**src/rtl/speed_clkgen.sv**
```systemverilog
// Clock-path front end: divides the board clock into 2/5/10 Hz square waves and
// turns debounced presses of the speed button into a cycling 0->1->2 SPEED code.
module speed_clkgen #(
  parameter int CLK_HZ  = 50000000,
  parameter int CNT_W   = 24,
  parameter int DEB_CYC = 1000000
) (
  input  logic       clk,
  input  logic       rst,
  input  logic       btn_speed,
  output logic       clk2hz,
  output logic       clk5hz,
  output logic       clk10hz,
  output logic [1:0] SPEED,
  output logic       press
);

  localparam int HALF2  = CLK_HZ / 4;
  localparam int HALF5  = CLK_HZ / 10;
  localparam int HALF10 = CLK_HZ / 20;
  localparam logic [CNT_W-1:0] LAST2  = CNT_W'(HALF2 - 1);
  localparam logic [CNT_W-1:0] LAST5  = CNT_W'(HALF5 - 1);
  localparam logic [CNT_W-1:0] LAST10 = CNT_W'(HALF10 - 1);

  localparam int DW = $clog2(DEB_CYC);
  localparam logic [DW-1:0] DEB_LAST = DW'(DEB_CYC - 1);

  logic [CNT_W-1:0] cnt2, cnt5, cnt10;
  logic             s1, s2, lvl;
  logic [DW-1:0]    deb_cnt;
  logic             accept, rise;
  logic [1:0]       speed_nxt;

  // Each divider is free-running; phases only relate through the shared reset.
  always_ff @(posedge clk or posedge rst) begin
    if (rst) begin
      cnt2   <= '0;
      clk2hz <= 1'b0;
    end else if (cnt2 == LAST2) begin
      cnt2   <= '0;
      clk2hz <= ~clk2hz;
    end else begin
      cnt2   <= cnt2 + CNT_W'(1);
    end
  end

  always_ff @(posedge clk or posedge rst) begin
    if (rst) begin
      cnt5   <= '0;
      clk5hz <= 1'b0;
    end else if (cnt5 == LAST5) begin
      cnt5   <= '0;
      clk5hz <= ~clk5hz;
    end else begin
      cnt5   <= cnt5 + CNT_W'(1);
    end
  end

  always_ff @(posedge clk or posedge rst) begin
    if (rst) begin
      cnt10   <= '0;
      clk10hz <= 1'b0;
    end else if (cnt10 == LAST10) begin
      cnt10   <= '0;
      clk10hz <= ~clk10hz;
    end else begin
      cnt10   <= cnt10 + CNT_W'(1);
    end
  end

  // A level change is accepted after DEB_CYC consecutive disagreeing samples.
  always_comb begin
    accept    = (s2 != lvl) && (deb_cnt == DEB_LAST);
    rise      = accept && s2;
    speed_nxt = 2'd0;
    case (SPEED)
      2'd0:    speed_nxt = 2'd1;
      2'd1:    speed_nxt = 2'd2;
      default: speed_nxt = 2'd0;
    endcase
  end

  always_ff @(posedge clk or posedge rst) begin
    if (rst) begin
      s1      <= 1'b0;
      s2      <= 1'b0;
      lvl     <= 1'b0;
      deb_cnt <= '0;
      press   <= 1'b0;
      SPEED   <= 2'd0;
    end else begin
      s1    <= btn_speed;
      s2    <= s1;
      press <= rise;
      if (s2 == lvl) begin
        deb_cnt <= '0;
      end else if (accept) begin
        lvl     <= s2;
        deb_cnt <= '0;
      end else begin
        deb_cnt <= deb_cnt + DW'(1);
      end
      if (rise) SPEED <= speed_nxt;
    end
  end

endmodule

```
**config.mk**
```make
export PLATFORM = sky130hd
export DESIGN_NAME = speed_clkgen
export DESIGN_NICKNAME = d
export VERILOG_FILES = /design/src/rtl/speed_clkgen.sv
export SDC_FILE = /design/constraint.sdc
export NUM_CORES = 1
export LEC_CHECK = 0
export ABC_AREA = 0
export CAP_MARGIN = 25
export CORE_MARGIN = 3
export CORE_UTILIZATION = 50
export CTS_CLUSTER_SIZE = 20
export DETAILED_ROUTE_END_ITERATION = 8
export PLACE_DENSITY_LB_ADDON = 0.25
export SLEW_MARGIN = 10
export SYNTH_ARGS = -nofsm -noshare
export SYNTH_HDL_FRONTEND = slang
export SYNTH_SLANG_ARGS = --single-unit
```
**constraint.sdc**
```tcl
create_clock -name clk -period 7.7 [get_ports clk]
set_input_delay 1.925 -clock clk [delete_from_list [all_inputs] [get_ports clk]]
set_output_delay 1.925 -clock clk [all_outputs]
set_load 0.1 [all_outputs]
```
==> results of run 1 <==
how the worst min path moves through the flow:
stage	endpoint	slack [ns]
after floorplan	s2$_DFF_PP0_	0.33
after CTS	s2$_DFF_PP0_	0.38
after global routing	s2$_DFF_PP0_	0.40
after global placement	s2$_DFF_PP0_	0.34
after detailed placement	s2$_DFF_PP0_	0.34
final	s2$_DFF_PP0_	0.38
routing by layer:
metal	share of wire	vias to the layer above	routed length [µm]	track usage
li1	-	1534	-	-
met1	0.49	1507	3720	0.221
met2	0.48	17	3680	0.274
met3	0.019	12	144	0.0389
met4	0.012	0	95	0.0424
met5	0	-	0	0
cells in the final DEF, fill, tap and decap left out, types with 6 or more instances in the layout:
cell type	count
dfrtp_1	101
nor2_1	67
xor2_1	40
nand3_1	38
xnor2_1	37
nand2_1	31
nand4_1	19
and3_1	11
and4_1	9
clkbuf_8	9
nor3_1	8
clkdlybuf4s50_1	8
inv_1	7
o21ai_0	7
nor4_1	6
where the power goes:
group	leakage [nW]	switching, mW	internal [mW]	total, mW
logic	0.821	0.0122	0.00270	0.0149
clock network	0.0881	0.188	0.122	0.310
registers	1.36	0.00144	0.532	0.533
cell usage after synthesis, types with 3 or more instances:
library cell  count  area share
clkbuf_1          3      0.0024
ha_1              4       0.011
o21ai_0           7      0.0076
nor3_1            8      0.0086
mux2_2            4      0.0097
and3_1           11       0.015
and4_1            9       0.017
inv_1             8      0.0065
nor2b_1           3      0.0041
mux2i_1           3      0.0065
nor4_1            7      0.0095
dfrtp_1         101        0.55
nand4_1          19       0.026
xor2_1           40       0.076
xnor2_1          37       0.070
nand2b_1          3      0.0041
nor4b_1           3      0.0057
nor3b_1           3      0.0049
nand2_1          31       0.025
nor2_1           67       0.054
nand3_1          38       0.041
nand3b_1          4      0.0065
cell families after synthesis:
| kind of cell | share of synthesized area |
|---|---|
| AOI/OAI and AO/OA | 0.0143 |
| xor gates and xnor gates | 0.149 |
| adders and majority gates | 0.0108 |
| buffers and inverters | 0.0113 |
| DFF | 0.546 |
| muxes | 0.0162 |
| and+or+nand+nor | 0.253 |
cell type report:
cell class	instances	area, µm²	share of cell area
inverters	8	32.5	0.00646
flip-flops and latches	101	2530	0.502
repair buffers	11	103	0.0204
well taps	108	135	0.0268
clock inverters	7	57.6	0.0114
clock buffers	9	124	0.0246
multi-input cells	323	2060	0.409
flip-flops by register name (all words and copies together), names as in the netlist, 2 cells and up:
| register | flops |
|---|---|
| deb_cnt | 20 |
| cnt2 | 24 |
| SPEED | 2 |
| cnt5 | 24 |
| cnt10 | 24 |
through the flow:
stage                util  setup slack, ns  hold WS (ns)
floorplan               -             3.13         0.331
global placement    0.549             4.14         0.340
detailed placement  0.549             4.14         0.340
CTS                 0.569             3.84         0.383
global route        0.569             3.80         0.397
finish              0.569             3.86         0.378
==> results.md, run 1 <==
- Fmax: between 200 and 300 MHz
- Worst Reg2Reg Path Length in Cells: 5
- FILL cells: 775
- Placed inst area: roughly 0.0049 mm²
- Worst EP arrival: roughly 1.9 ns
- LEAKAGE: ~2.3 nW
- R2r setup slk: 4.87 ns
- Average wire per standard cell: 13.5 µm
- CTS H-tree depth: 3
- Synthesis-stage register bit count: 101
- Top_reg_cell synth: dfrtp_1
- Pin count of the biggest net entering global routing: around 70
- Hold Crit Class: flip-flop to flip-flop
- Max-Cap Viols: 0
- Final period utilization: 0.498
- Vias: around 3.1k
- Critical Path RT: just under 6 ns
- Rows: 34
- Iter 0 DRT Violations: approximately 120
- IO Port Bufs: 8
- Crit-path max FO: 2
- Worst-margin pin slew: 0.966 ns
- Non-Filler Instances: between 500 and 600
- Yosys cell types: 38
- Maximum clock insertion buffer count: 2
- Final min period: about 3.8 ns
- Vias in the first global route: between 3k and 4k
- CTS tree: done
- Dpl hpwl: ~5300 µm
- Die Ht: 102 µm
- RSZ-0062 raised after global routing: false
- Via density: 5.41
- Setup violations, final: 0
- Worst path cell trace: clkdlybuf4s50_1
- Postcts setup bufs: 0
- Post_cts resized: 0
- DRT Pass-1 Iters: 4
- Worst path depth: 1
- Nets: ~460
- Startpoint of the lowest-slack register-to-register path: cnt5[13]$_DFF_PP0_
- VDD IR-drop max: ~0.00011 V
- Post-synth ARST share: 1.00
- GRT overflow: 0
- Gp weighted congestion: 0.795
- Mapped Nets: between 400 and 500
- N_diodes: 0
- Status: finished clean
- Seq/Total Area, Yosys: 0.546
- Crit. End Element: primary output
- DRC Markers: 0
- Gate Count Post-Synth: ~440
- Core area: 0.00885 mm²
- R2R Path End: cnt5[1]$_DFF_PP0_
- Post-Syn Area: 0.00463 mm²
- Cts bufs inserted: 9
- Yosys warnings: 0
- WS Path Type: flip-flop to primary output
- Worst-path cell with the longest stage delay: clkdlybuf4s50_1
- Setup total negative slack: 0 ns
- Final Max Slew Viols: 0
- # hold bufs at CTS: 0
- Chip width: a little over 100 µm
- Crit-path max cell delay: approximately 1.2 ns
- Die Area: between 0.01 and 0.015 mm²
- CTS Sinks: between 100 and 150
- Overall power: between 800 and 900 µW
- Final hold vios: 0
- Clk slew on worst S/H paths: approximately 0.10 ns
- Final Cell Area: ~0.0050 mm²
- WHS Path Cells: 0
- Cell count after placement: about 550
- I/O pin count: 9
- Root buf cell: clkbuf_8
- Clk_lat worst skew: 0.36 ns
- Worst path bufs/invs: 1
- Critical Path Source Type: flip-flop
- Antenna-violating nets left: 0
- Number of enable flip-flop cells after synthesis: 0
- Starting density of the core: 0.523
- Rel. slew slack: 0.354
- Worst hold start: s1$_DFF_PP0_
- Share of cells above drive strength 1: 0.0741
- Area delta synth->final: 8.75%
- Initial antenna violation count: 0
- P per Cell Area: about 170 mW/mm²
- Delay-heaviest family, CP: buffers and inverters
- Final clock skew: 0.0134 ns
- Syn avg cell area: around 11 µm²
- First-pass GRT wire length: between 10000 and 15000 µm
- Setup crit start: clk5hz$_DFFE_PP0N_
- Worst setup path end: clk5hz
- Tot GR Track Use: 0.165
- Routed wire length: roughly 7600 µm
(Power assumes the default switching activity.)
==> run 2: changes to the inputs <==
clock period = 3.15 ns   (was 7.7 ns; I/O delays follow)
==> run 2 against run 1 <==
Compared with the run above: total power up 150%; die area unchanged; via count up 1.3%; cell count up 0.88%; combinational power rose to 2.8 times the previous value; non-clock buffer count up 5; first-iteration DRC count down 9.3%; final area up 0.84%; highest routed layer unchanged; clock skew down 0.0012 ns; clock-buffer cell count unchanged; sequential power up 140%.
==> results.md, run 2 (same netlist as run 1, synthesis figures left out) <==
- Wl on met1: 3750 µm (+0.94%)
- RSZ-0062 raised after global routing: false
- Core area: 0.00885 mm² (unchanged)
- # hold bufs at CTS: 0 (unchanged)
- Final Max Slew Viols: 0 (unchanged)
- Post_cts resized: 0 (unchanged)
- Critical Path RT: 3.46 ns (-2.32 ns)
- I/O pin count: 9 (unchanged)
- Maximum clock insertion buffer count: 2 (unchanged)
- IO Port Bufs: 8 (unchanged)
- Metal2 WL: 3900 µm (+5.9%)
- Chip width: 102 µm (unchanged)
- Final clock skew: 0.0122 ns (-0.00125 ns)
- Final hold vios: 0 (unchanged)
- Rows: 34 (unchanged)
- Share of cells above drive strength 1: 0.0970 (+0.0229)
- Antenna-violating nets left: 0 (unchanged)
- Commonest cells after routing, fill and taps aside: dfrtp_1 (101), nor2_1 (67), xor2_1 (40)
- Root buf cell: clkbuf_8
- Top Registers: cnt10: 24 flops, cnt2: 24 flops, cnt5: 24 flops
- Gp weighted congestion: 0.922 (+16%)
- Worst Reg2Reg Path Length in Cells: 6 (+1)
- Status: finished clean
- Routed wire length: 7900 µm (+3.4%)
- Clk_lat worst skew: 0.37 ns (about the same)
- P per Cell Area: 419 mW/mm² (+150%)
- Final Cell Area: 0.00508 mm² (+0.84%)
- First-pass GRT wire length: 14500 µm (+4.9%)
- DRC Markers: 0 (unchanged)
- N_diodes: 0 (unchanged)
- Critical Path Source Type: flip-flop
- Worst hold start: s1$_DFF_PP0_
- Iter 0 DRT Violations: 107 (-9.3%)
- CTS tree: done
- Initial antenna violation count: 0 (unchanged)
- Max-Cap Viols: 0 (unchanged)
- Most common cell after layout, fill and taps aside: dfrtp_1
- Rel. slew slack: 0.485 (+0.132)
- Worst EP arrival: 2.87 ns (+0.96 ns)
- Die Ht: 102 µm (unchanged)
- Uppermost layer routed: met4
- Met3 routed WL: 144 µm (unchanged)
- CTS Sinks: 101 (unchanged)
- Vias: 3109 (+1.3%)
- Pin count of the biggest net entering global routing: 46 (-36%)
- Crit-path max FO: 6 (+4)
- Setup total negative slack: 0 ns (unchanged)
- Starting density of the core: 0.523 (unchanged)
- Final period utilization: 0.813
- Via density: 5.44 (+0.39%)
- WHS Path Cells: 0 (unchanged)
- VDD IR-drop max: 0.000253 V (+140%)
- CTS H-tree depth: 3 (unchanged)
- LEAKAGE: 2.31 nW (+1.8%)
- Crit. End Element: flip-flop
- Worst Hold End: s2$_DFF_PP0_
- DRT Pass-1 Iters: 4 (unchanged)
- Worst-margin pin slew: 0.765 ns (-0.201 ns)
- Vias in the first global route: 3189 (+5.1%)
- Cts bufs inserted: 9 (unchanged)
- Placed inst area: 0.00489 mm² (+0.75%)
- Area delta synth->final: 9.67%
- R2R Path End: clk5hz$_DFFE_PP0N_
- Postcts setup bufs: 0 (unchanged)
- Final min period: between 2 and 3 ns
- Dpl hpwl: 5520 µm (+3.8%)
- Clk slew on worst S/H paths: 0.11 ns (about the same)
- GRT overflow: 0 (unchanged)
- Setup violations, final: 0 (unchanged)
- WS Path Type: flip-flop to flip-flop
- Startpoint of the lowest-slack register-to-register path: cnt5[13]$_DFF_PP0_
- Nets: 466 (+1.1%)
- Average wire per standard cell: 13.8 µm (+2.5%)
- Die Area: 0.0105 mm² (unchanged)
- Tot GR Track Use: 0.175 (+0.00949)
- R2r setup slk: 0.59 ns (-4.28 ns)
- FILL cells: 778 (+0.39%)
- Hold Crit Class: flip-flop to flip-flop
- Fmax: about 390 MHz
[run 2: changes by cell type in the layout (fill, tap and decap cells not counted)]
cell / change
buf_12: +1
buf_4: +10
clkdlybuf4s50_1: -6
clkinv_2: -1
clkinv_4: -1
clkinvlp_4: +1
inv_4: -1
inv_6: +1
inv_8: +1
[run 2: worst max-delay path by stage]
stage,start,endpoint,slack [ns],cells past startpoint
2_1_floorplan,cnt5[13]$_DFF_PP0_,clk5hz$_DFFE_PP0N_,0.94,6
3_3_place_gp,cnt5[13]$_DFF_PP0_,clk5hz$_DFFE_PP0N_,0.67,6
3_5_place_dp,cnt5[13]$_DFF_PP0_,clk5hz$_DFFE_PP0N_,0.60,6
4_1_cts,cnt5[13]$_DFF_PP0_,clk5hz$_DFFE_PP0N_,0.57,6
5_1_grt,cnt5[13]$_DFF_PP0_,clk5hz$_DFFE_PP0N_,0.40,6
6_report,cnt5[13]$_DFF_PP0_,clk5hz$_DFFE_PP0N_,0.59,6
[run 2: metrics by stage]
step / worst slack, ns / std cells / util / power [mW] / hold WS, ns
floorplan: 0.944 / 436 / - / 1.36 / 0.331
global placement: 0.674 / 556 / 0.553 / 1.37 / 0.334
detailed placement: 0.604 / 556 / 0.553 / 1.37 / 0.338
CTS: 0.574 / 572 / 0.574 / 2.17 / 0.374
global route: 0.396 / 572 / 0.574 / 2.22 / 0.391
finish: 0.589 / 572 / 0.574 / 2.13 / 0.367
[run 2: worst max-delay path: stages (launching register included)]
cell     delay (ns)
dfrtp_1        0.42
or4_1          0.52
or4_1          0.42
nor4_2         0.36
nor3b_2        0.42
buf_4          0.23
xor2_2         0.13
[run 2: layer usage]
metal	GRT usage	vias up
li1	-	1539
met1	0.225	1531
met5	0	-
met3	0.0451	9
met4	0.0515	0
met2	0.292	30
[run 2: final cells by class]
class / count / area, µm² / share of cell area
Sequential cell: 101 / 2530 / 0.498
Multi-Input combinational cell: 323 / 2060 / 0.405
Timing Repair Buffer: 16 / 138 / 0.0271
Tap cell: 108 / 135 / 0.0266
Clock buffer: 9 / 124 / 0.0244
Clock inverter: 7 / 63.8 / 0.0126
Inverter: 8 / 33.8 / 0.00665
[run 2: report_power, final]
group          switching [mW]  internal [mW]
sequential            0.00364           1.30
clock                   0.479          0.307
combinational          0.0312        0.00990
